File: config.mk
export PLATFORM = sky130hd
export DESIGN_NAME = id_ex_stage_flat
export DESIGN_NICKNAME = d
export VERILOG_FILES = /design/src/rtl/id_ex_stage_if.sv /design/src/rtl/id_ex_stage.sv /design/src/flat_wrapper.sv
export SDC_FILE = /design/constraint.sdc
export NUM_CORES = 1
export LEC_CHECK = 0
export CORE_UTILIZATION = 37
export CTS_CLUSTER_DIAMETER = 60
export DETAILED_ROUTE_END_ITERATION = 10
export MAX_ROUTING_LAYER = met4
export PLACE_DENSITY = 0.76
export SETUP_SLACK_MARGIN = 0.05
export SKIP_CTS_REPAIR_TIMING = 1
export SLEW_MARGIN = 40
export SYNTH_ARGS = -nofsm -noshare
export SYNTH_HDL_FRONTEND = slang
export SYNTH_SLANG_ARGS = --single-unit
File: constraint.sdc
create_clock -name clk -period 2.2 [get_ports clk]
set_clock_uncertainty 0.05 [all_clocks]
set_input_delay 0.55 -clock clk [delete_from_list [all_inputs] [get_ports clk]]
set_output_delay 0.55 -clock clk [all_outputs]
set_load 0.03 [all_outputs]
File: src/rtl/id_ex_stage_if.sv
// ID/EX stage bundle: decoded instruction from ID, writeback bypass, stall/flush
// controls, and the registered EX-side copy plus the hazard stall request.
interface id_ex_stage_if #(
    parameter int unsigned DW = 16,
    parameter int unsigned AW = 3,
    parameter int unsigned FW = 5
);
    logic          id_valid;
    logic [AW-1:0] id_SA;
    logic [AW-1:0] id_SB;
    logic [AW-1:0] id_DA;
    logic [DW-1:0] id_A_data;
    logic [DW-1:0] id_B_data;
    logic [DW-1:0] id_constant;
    logic          id_MA;
    logic          id_MB;
    logic [FW-1:0] id_FS;
    logic          id_RW;
    logic          id_MW;
    logic          id_MD;

    logic          wb_RW;
    logic [AW-1:0] wb_DA;
    logic [DW-1:0] wb_data;

    logic          stall_in;
    logic          flush;

    logic          ex_valid;
    logic [AW-1:0] ex_SA;
    logic [AW-1:0] ex_SB;
    logic [AW-1:0] ex_DA;
    logic [DW-1:0] ex_A_data;
    logic [DW-1:0] ex_B_data;
    logic [DW-1:0] ex_constant;
    logic          ex_MA;
    logic          ex_MB;
    logic [FW-1:0] ex_FS;
    logic          ex_RW;
    logic          ex_MW;
    logic          ex_MD;

    logic          hazard_stall;

    modport master (
        output id_valid, id_SA, id_SB, id_DA, id_A_data, id_B_data, id_constant,
               id_MA, id_MB, id_FS, id_RW, id_MW, id_MD,
               wb_RW, wb_DA, wb_data, stall_in, flush,
        input  ex_valid, ex_SA, ex_SB, ex_DA, ex_A_data, ex_B_data, ex_constant,
               ex_MA, ex_MB, ex_FS, ex_RW, ex_MW, ex_MD, hazard_stall
    );

    modport slave (
        input  id_valid, id_SA, id_SB, id_DA, id_A_data, id_B_data, id_constant,
               id_MA, id_MB, id_FS, id_RW, id_MW, id_MD,
               wb_RW, wb_DA, wb_data, stall_in, flush,
        output ex_valid, ex_SA, ex_SB, ex_DA, ex_A_data, ex_B_data, ex_constant,
               ex_MA, ex_MB, ex_FS, ex_RW, ex_MW, ex_MD, hazard_stall
    );
endinterface

File: src/rtl/id_ex_stage.sv
// ID/EX pipeline register with writeback bypass, RAW hazard bubbling against the
// instruction in EX, and external stall/flush.
module id_ex_stage #(
    parameter int unsigned DW = 16,
    parameter int unsigned AW = 3,
    parameter int unsigned FW = 5
) (
    input  logic          clk,
    input  logic          rst,
    id_ex_stage_if.slave  bus
);

    typedef struct packed {
        logic          valid;
        logic [AW-1:0] sa;
        logic [AW-1:0] sb;
        logic [AW-1:0] da;
        logic [DW-1:0] a_data;
        logic [DW-1:0] b_data;
        logic [DW-1:0] constant;
        logic          ma;
        logic          mb;
        logic [FW-1:0] fs;
        logic          rw;
        logic          mw;
        logic          md;
    } ex_t;

    ex_t  r_ex;
    ex_t  w_id;
    logic w_hazard;
    logic w_bubble;
    logic w_load;

    // RAW against EX producer; operands taken from the constant / non-RF path never conflict
    assign w_hazard = bus.id_valid & r_ex.valid & r_ex.rw &
                      (((r_ex.da == bus.id_SA) & ~bus.id_MA) |
                       ((r_ex.da == bus.id_SB) & ~bus.id_MB));

    assign bus.hazard_stall = w_hazard & ~bus.flush;

    assign w_bubble = bus.flush | (~bus.stall_in & w_hazard);
    assign w_load   = ~bus.flush & ~bus.stall_in & ~w_hazard;

    // Next EX contents from ID, with same-cycle writeback forwarded into both operands
    always_comb begin
        w_id          = '0;
        w_id.valid    = bus.id_valid;
        w_id.sa       = bus.id_SA;
        w_id.sb       = bus.id_SB;
        w_id.da       = bus.id_DA;
        w_id.a_data   = (bus.wb_RW && (bus.wb_DA == bus.id_SA)) ? bus.wb_data : bus.id_A_data;
        w_id.b_data   = (bus.wb_RW && (bus.wb_DA == bus.id_SB)) ? bus.wb_data : bus.id_B_data;
        w_id.constant = bus.id_constant;
        w_id.ma       = bus.id_MA;
        w_id.mb       = bus.id_MB;
        w_id.fs       = bus.id_FS;
        w_id.rw       = bus.id_RW & bus.id_valid;
        w_id.mw       = bus.id_MW & bus.id_valid;
        w_id.md       = bus.id_MD;
    end

    always_ff @(posedge clk or posedge rst) begin
        if (rst) begin
            r_ex <= '0;
        end else if (w_bubble) begin
            r_ex <= '0;
        end else if (w_load) begin
            r_ex <= w_id;
        end
    end

    assign bus.ex_valid    = r_ex.valid;
    assign bus.ex_SA       = r_ex.sa;
    assign bus.ex_SB       = r_ex.sb;
    assign bus.ex_DA       = r_ex.da;
    assign bus.ex_A_data   = r_ex.a_data;
    assign bus.ex_B_data   = r_ex.b_data;
    assign bus.ex_constant = r_ex.constant;
    assign bus.ex_MA       = r_ex.ma;
    assign bus.ex_MB       = r_ex.mb;
    assign bus.ex_FS       = r_ex.fs;
    assign bus.ex_RW       = r_ex.rw;
    assign bus.ex_MW       = r_ex.mw;
    assign bus.ex_MD       = r_ex.md;

endmodule
File: src/flat_wrapper.sv
// flat-port wrapper written by rule: the top's interface ports become plain ports
module id_ex_stage_flat 
#(
    parameter int unsigned DW = 16,
    parameter int unsigned AW = 3,
    parameter int unsigned FW = 5
)
  (clk, rst, bus_id_valid, bus_id_SA, bus_id_SB, bus_id_DA, bus_id_A_data, bus_id_B_data, bus_id_constant, bus_id_MA, bus_id_MB, bus_id_FS, bus_id_RW, bus_id_MW, bus_id_MD, bus_wb_RW, bus_wb_DA, bus_wb_data, bus_stall_in, bus_flush, bus_ex_valid, bus_ex_SA, bus_ex_SB, bus_ex_DA, bus_ex_A_data, bus_ex_B_data, bus_ex_constant, bus_ex_MA, bus_ex_MB, bus_ex_FS, bus_ex_RW, bus_ex_MW, bus_ex_MD, bus_hazard_stall);
  id_ex_stage_if #(.DW(DW), .AW(AW), .FW(FW)) bus_i ();
  input  logic clk;
  input  logic rst;
  input wire logic [$bits(bus_i.id_valid)-1:0] bus_id_valid;
  input wire logic [$bits(bus_i.id_SA)-1:0] bus_id_SA;
  input wire logic [$bits(bus_i.id_SB)-1:0] bus_id_SB;
  input wire logic [$bits(bus_i.id_DA)-1:0] bus_id_DA;
  input wire logic [$bits(bus_i.id_A_data)-1:0] bus_id_A_data;
  input wire logic [$bits(bus_i.id_B_data)-1:0] bus_id_B_data;
  input wire logic [$bits(bus_i.id_constant)-1:0] bus_id_constant;
  input wire logic [$bits(bus_i.id_MA)-1:0] bus_id_MA;
  input wire logic [$bits(bus_i.id_MB)-1:0] bus_id_MB;
  input wire logic [$bits(bus_i.id_FS)-1:0] bus_id_FS;
  input wire logic [$bits(bus_i.id_RW)-1:0] bus_id_RW;
  input wire logic [$bits(bus_i.id_MW)-1:0] bus_id_MW;
  input wire logic [$bits(bus_i.id_MD)-1:0] bus_id_MD;
  input wire logic [$bits(bus_i.wb_RW)-1:0] bus_wb_RW;
  input wire logic [$bits(bus_i.wb_DA)-1:0] bus_wb_DA;
  input wire logic [$bits(bus_i.wb_data)-1:0] bus_wb_data;
  input wire logic [$bits(bus_i.stall_in)-1:0] bus_stall_in;
  input wire logic [$bits(bus_i.flush)-1:0] bus_flush;
  output wire logic [$bits(bus_i.ex_valid)-1:0] bus_ex_valid;
  output wire logic [$bits(bus_i.ex_SA)-1:0] bus_ex_SA;
  output wire logic [$bits(bus_i.ex_SB)-1:0] bus_ex_SB;
  output wire logic [$bits(bus_i.ex_DA)-1:0] bus_ex_DA;
  output wire logic [$bits(bus_i.ex_A_data)-1:0] bus_ex_A_data;
  output wire logic [$bits(bus_i.ex_B_data)-1:0] bus_ex_B_data;
  output wire logic [$bits(bus_i.ex_constant)-1:0] bus_ex_constant;
  output wire logic [$bits(bus_i.ex_MA)-1:0] bus_ex_MA;
  output wire logic [$bits(bus_i.ex_MB)-1:0] bus_ex_MB;
  output wire logic [$bits(bus_i.ex_FS)-1:0] bus_ex_FS;
  output wire logic [$bits(bus_i.ex_RW)-1:0] bus_ex_RW;
  output wire logic [$bits(bus_i.ex_MW)-1:0] bus_ex_MW;
  output wire logic [$bits(bus_i.ex_MD)-1:0] bus_ex_MD;
  output wire logic [$bits(bus_i.hazard_stall)-1:0] bus_hazard_stall;
  assign bus_i.id_valid = bus_id_valid;
  assign bus_i.id_SA = bus_id_SA;
  assign bus_i.id_SB = bus_id_SB;
  assign bus_i.id_DA = bus_id_DA;
  assign bus_i.id_A_data = bus_id_A_data;
  assign bus_i.id_B_data = bus_id_B_data;
  assign bus_i.id_constant = bus_id_constant;
  assign bus_i.id_MA = bus_id_MA;
  assign bus_i.id_MB = bus_id_MB;
  assign bus_i.id_FS = bus_id_FS;
  assign bus_i.id_RW = bus_id_RW;
  assign bus_i.id_MW = bus_id_MW;
  assign bus_i.id_MD = bus_id_MD;
  assign bus_i.wb_RW = bus_wb_RW;
  assign bus_i.wb_DA = bus_wb_DA;
  assign bus_i.wb_data = bus_wb_data;
  assign bus_i.stall_in = bus_stall_in;
  assign bus_i.flush = bus_flush;
  assign bus_ex_valid = bus_i.ex_valid;
  assign bus_ex_SA = bus_i.ex_SA;
  assign bus_ex_SB = bus_i.ex_SB;
  assign bus_ex_DA = bus_i.ex_DA;
  assign bus_ex_A_data = bus_i.ex_A_data;
  assign bus_ex_B_data = bus_i.ex_B_data;
  assign bus_ex_constant = bus_i.ex_constant;
  assign bus_ex_MA = bus_i.ex_MA;
  assign bus_ex_MB = bus_i.ex_MB;
  assign bus_ex_FS = bus_i.ex_FS;
  assign bus_ex_RW = bus_i.ex_RW;
  assign bus_ex_MW = bus_i.ex_MW;
  assign bus_ex_MD = bus_i.ex_MD;
  assign bus_hazard_stall = bus_i.hazard_stall;
  id_ex_stage #(.DW(DW), .AW(AW), .FW(FW)) u_core (.clk(clk), .rst(rst), .bus(bus_i));
endmodule
==> impl_metrics.py <==
metrics = {
    "synth": {
        "synth_nets": 418,
        "ys_ff_latch": 68,
        "syn_area_per_cell_sq_um": 10.4,
        "yosysTopAreaCell": "dfrtp_1",
        "synth_cell_type_count": 22,
        "yosysTopAreaCellShare_pct": 50.0,
        "yosys-top-cells-area": "dfrtp_1, o41ai_1, mux2i_1",
        "synthesis.area_sq_um": 3410,
        "netlist_instances": 326,
        "yosysSeqAreaShare_pct": 50.0,
        "ys_warn_count": 0,
    },
    "sta": {
        "whs_ns": 0.422,
        "fin_ws_ns": -0.170,
        "rsz0062_at_grt": "yes",
        "finalCritPeriodShare_pct": 108,
        "setup_viol": 1,
        "tightest_slew_ns": 0.496,
        "max_clock_freq_mhz": 422,
        "period_needed_ns": 2.37,
        "slew-limit-headroom_pct": 66.9,
        "hold_viol_final": 0,
        "slew_violations": 0,
    },
    "worst_hold_path": {
        "hold_start": "u_core.bus.ex_A_data[12]",
        "hp-class": "reg2reg",
        "whs_endpoint": "u_core.bus.ex_A_data[12]",
        "hold_path_depth": 2,
    },
    "placed_design": {
        "portBuffers": 160,
        "place_area_sq_um": 5150,
        "dp_hpwl_mm": 7.47,
        "placed_cells": 582,
        "gp_congestion": 0.839,
        "pre_cts_ws_ns": -0.468,
    },
    "run": {
        "drv_cap": 0,
    },
    "worst_setup_path": {
        "crit_required_ns": 1.60,
        "r2r_slack_ns": 0.26,
        "crit_slowest_cell": "dfrtp_1",
        "endpoint_kind": "primary output",
        "ff2ff_path_depth": 6,
        "rr_endpoint": "u_core.bus.ex_B_data[8]",
        "cp_top_family": "simple AND/OR/NAND/NOR gates",
        "worst-path-max-fanout": 4,
        "cpPeakStageDelay_ns": 0.43,
        "cp.arrival_ns": 1.77,
        "crit_buf_inv": 1,
        "critPathKind": "reg2out",
        "worstPathCellList": "xor2_1 -> nor4_2 -> o2111a_2 -> and2b_2 -> buf_6",
        "r2r-start": "u_core.bus.ex_DA[1]",
        "start_kind": "flip-flop",
    },
    "grt": {
        "grtUsageTotal_pct": 23.3,
        "antenna_found_initial": 0,
        "grt_max_degree": 63,
        "grt_overflow": 0,
        "grt_pass1_wl_mm": 17.0,
        "grt_pass1_vias": 3355,
    },
    "clocking": {
        "cts_buffer_depth": 2,
        "clkTransAtPathRegs_ns": 0.07,
        "cts_buffers": 9,
        "cts.htree.levels": 3,
        "cts_tree": "built",
        "clk_latency_ns": 0.33,
        "root_buffer": "clkbuf_8",
        "cts_sinks": 68,
    },
    "layout": {
        "fin_area_sq_um": 5360,
        "mostFrequentLayoutCells": "clkdlybuf4s50_1, nand2_1, dfrtp_1",
        "finish.net_count": 578,
        "seqCellArea_sq_um": 1700,
        "final_common_cell": "clkdlybuf4s50_1",
        "syn_to_final_growth_pct": 57.5,
        "finalNonFillerCells": 599,
        "fill_cells": 736,
        "diodes": 0,
        "drive_gt1_share_pct": 12.2,
        "multi_input_area_sq_um": 1450,
    },
    "route": {
        "wl_per_cell_um": 17.6,
        "first_pass_iters": 8,
        "vias": 3217,
        "drc_errors": 11,
        "viasPerCell": 5.37,
        "drt_first_iter_violations": 119,
        "drt_wl_total_mm": 10.5,
        "final_antenna_net_count": 0,
    },
    "power_and_ir_drop": {
        "p_total_uw": 3080,
        "peakVddDrop_mv": 0.311,
        "pwr_density_cell_nw_per_um2": 574,
        "p_leak_uw": 0.00255,
    },
    "floorplan": {
        "die_y_um": 97.9,
        "die-area_sq_um": 9590,
        "num_io_pins": 161,
        "coreArea_sq_um": 8810,
        "die_w_um": 97.9,
        "rows": 34,
        "start_util_pct": 38.7,
    },
    "run_status": {
        "violations": "design-rule violations, negative setup slack",
        "status": "finished with violations",
    },
}
## how the worst max path moves through the flow
stage                     cells past startpoint  slack [ns]                to           startpoint
after floorplan                               7       -0.18  bus_hazard_stall         bus_id_SA[2]
after global placement                        6       -0.42  bus_hazard_stall         bus_id_SA[2]
after detailed placement                      6       -0.47  bus_hazard_stall         bus_id_SA[2]
after CTS                                     6       -0.47  bus_hazard_stall         bus_id_SA[2]
after global routing                          5       -0.22  bus_hazard_stall  u_core.bus.ex_DA[1]
final                                         5       -0.17  bus_hazard_stall  u_core.bus.ex_DA[1]
## layout make-up
type	count	share of cell area, %
clock buffer	11	2.64
clock inverter	5	0.513
inverter	24	1.75
multi-input combinational	201	27.0
sequential	68	31.8
tap	108	2.52
timing repair buffer	182	33.8
## cell families after synthesis
logic type / after synthesis / share of synthesized area (%)
flops: 68 / 50.0
xor+xnor: 12 / 3.09
buf+inv: 57 / 8.19
mux: 32 / 9.40
simple gates: 88 / 10.7
compound gates: 69 / 18.7
## cell usage after synthesis, drive strengths merged
master	instances
nor2b	1
dfrtp	68
nand4	2
o31ai	13
nand3	2
clkbuf	22
xor2	6
nor4	2
inv	24
mux2i	32
buf	11
and2b	1
nand2	79
xnor2	6
nand2b	1
o41ai	55
o2111a	1
## tightest hold or removal path, delay by kind of cell, from the launching register on
kind	cells	cell delay [ns]
simple gates	1	0.05
flops	1	0.34
compound gates	1	0.05
## registers in the layout, summed over array words and instances, names as in the netlist
name and flops:
u_core.bus.ex_A_data 16, u_core.bus.ex_B_data 16, u_core.bus.ex_DA 3, u_core.bus.ex_FS 5, u_core.bus.ex_MA 1, u_core.bus.ex_MB 1
u_core.bus.ex_MD 1, u_core.bus.ex_MW 1, u_core.bus.ex_RW 1, u_core.bus.ex_SA 3, u_core.bus.ex_SB 3, u_core.bus.ex_constant 16
u_core.bus.ex_valid 1
## per-stage QoR
| step | TNS (ns) | util (%) |
|---|---|---|
| after floorplan | -0.180 | - |
| after global placement | -17.96 | 58.5 |
| after detailed placement | -22.00 | 58.5 |
| after CTS | -0.498 | 60.4 |
| after global routing | -0.217 | 60.9 |
| final | -0.170 | 60.9 |
## where the power goes
group	total [uW]	switching [uW]	internal, uW	leakage, uW
Sequential	1380	49.1	1330	0.000898
Clock	903	470	432	0.0000889
Combinational	798	413	384	0.00156
Total	3080	933	2140	0.00255
## routing by layer
metal	vias up	part of all wire, %	GRT usage (%)
li1	1491	-	-
met1	1597	43	30.0
met2	116	49	36.5
met3	13	7.2	5.73
met4	0	1.3	6.29
met5	-	0	-
No activity file was read; power rests on OpenSTA's default activity.
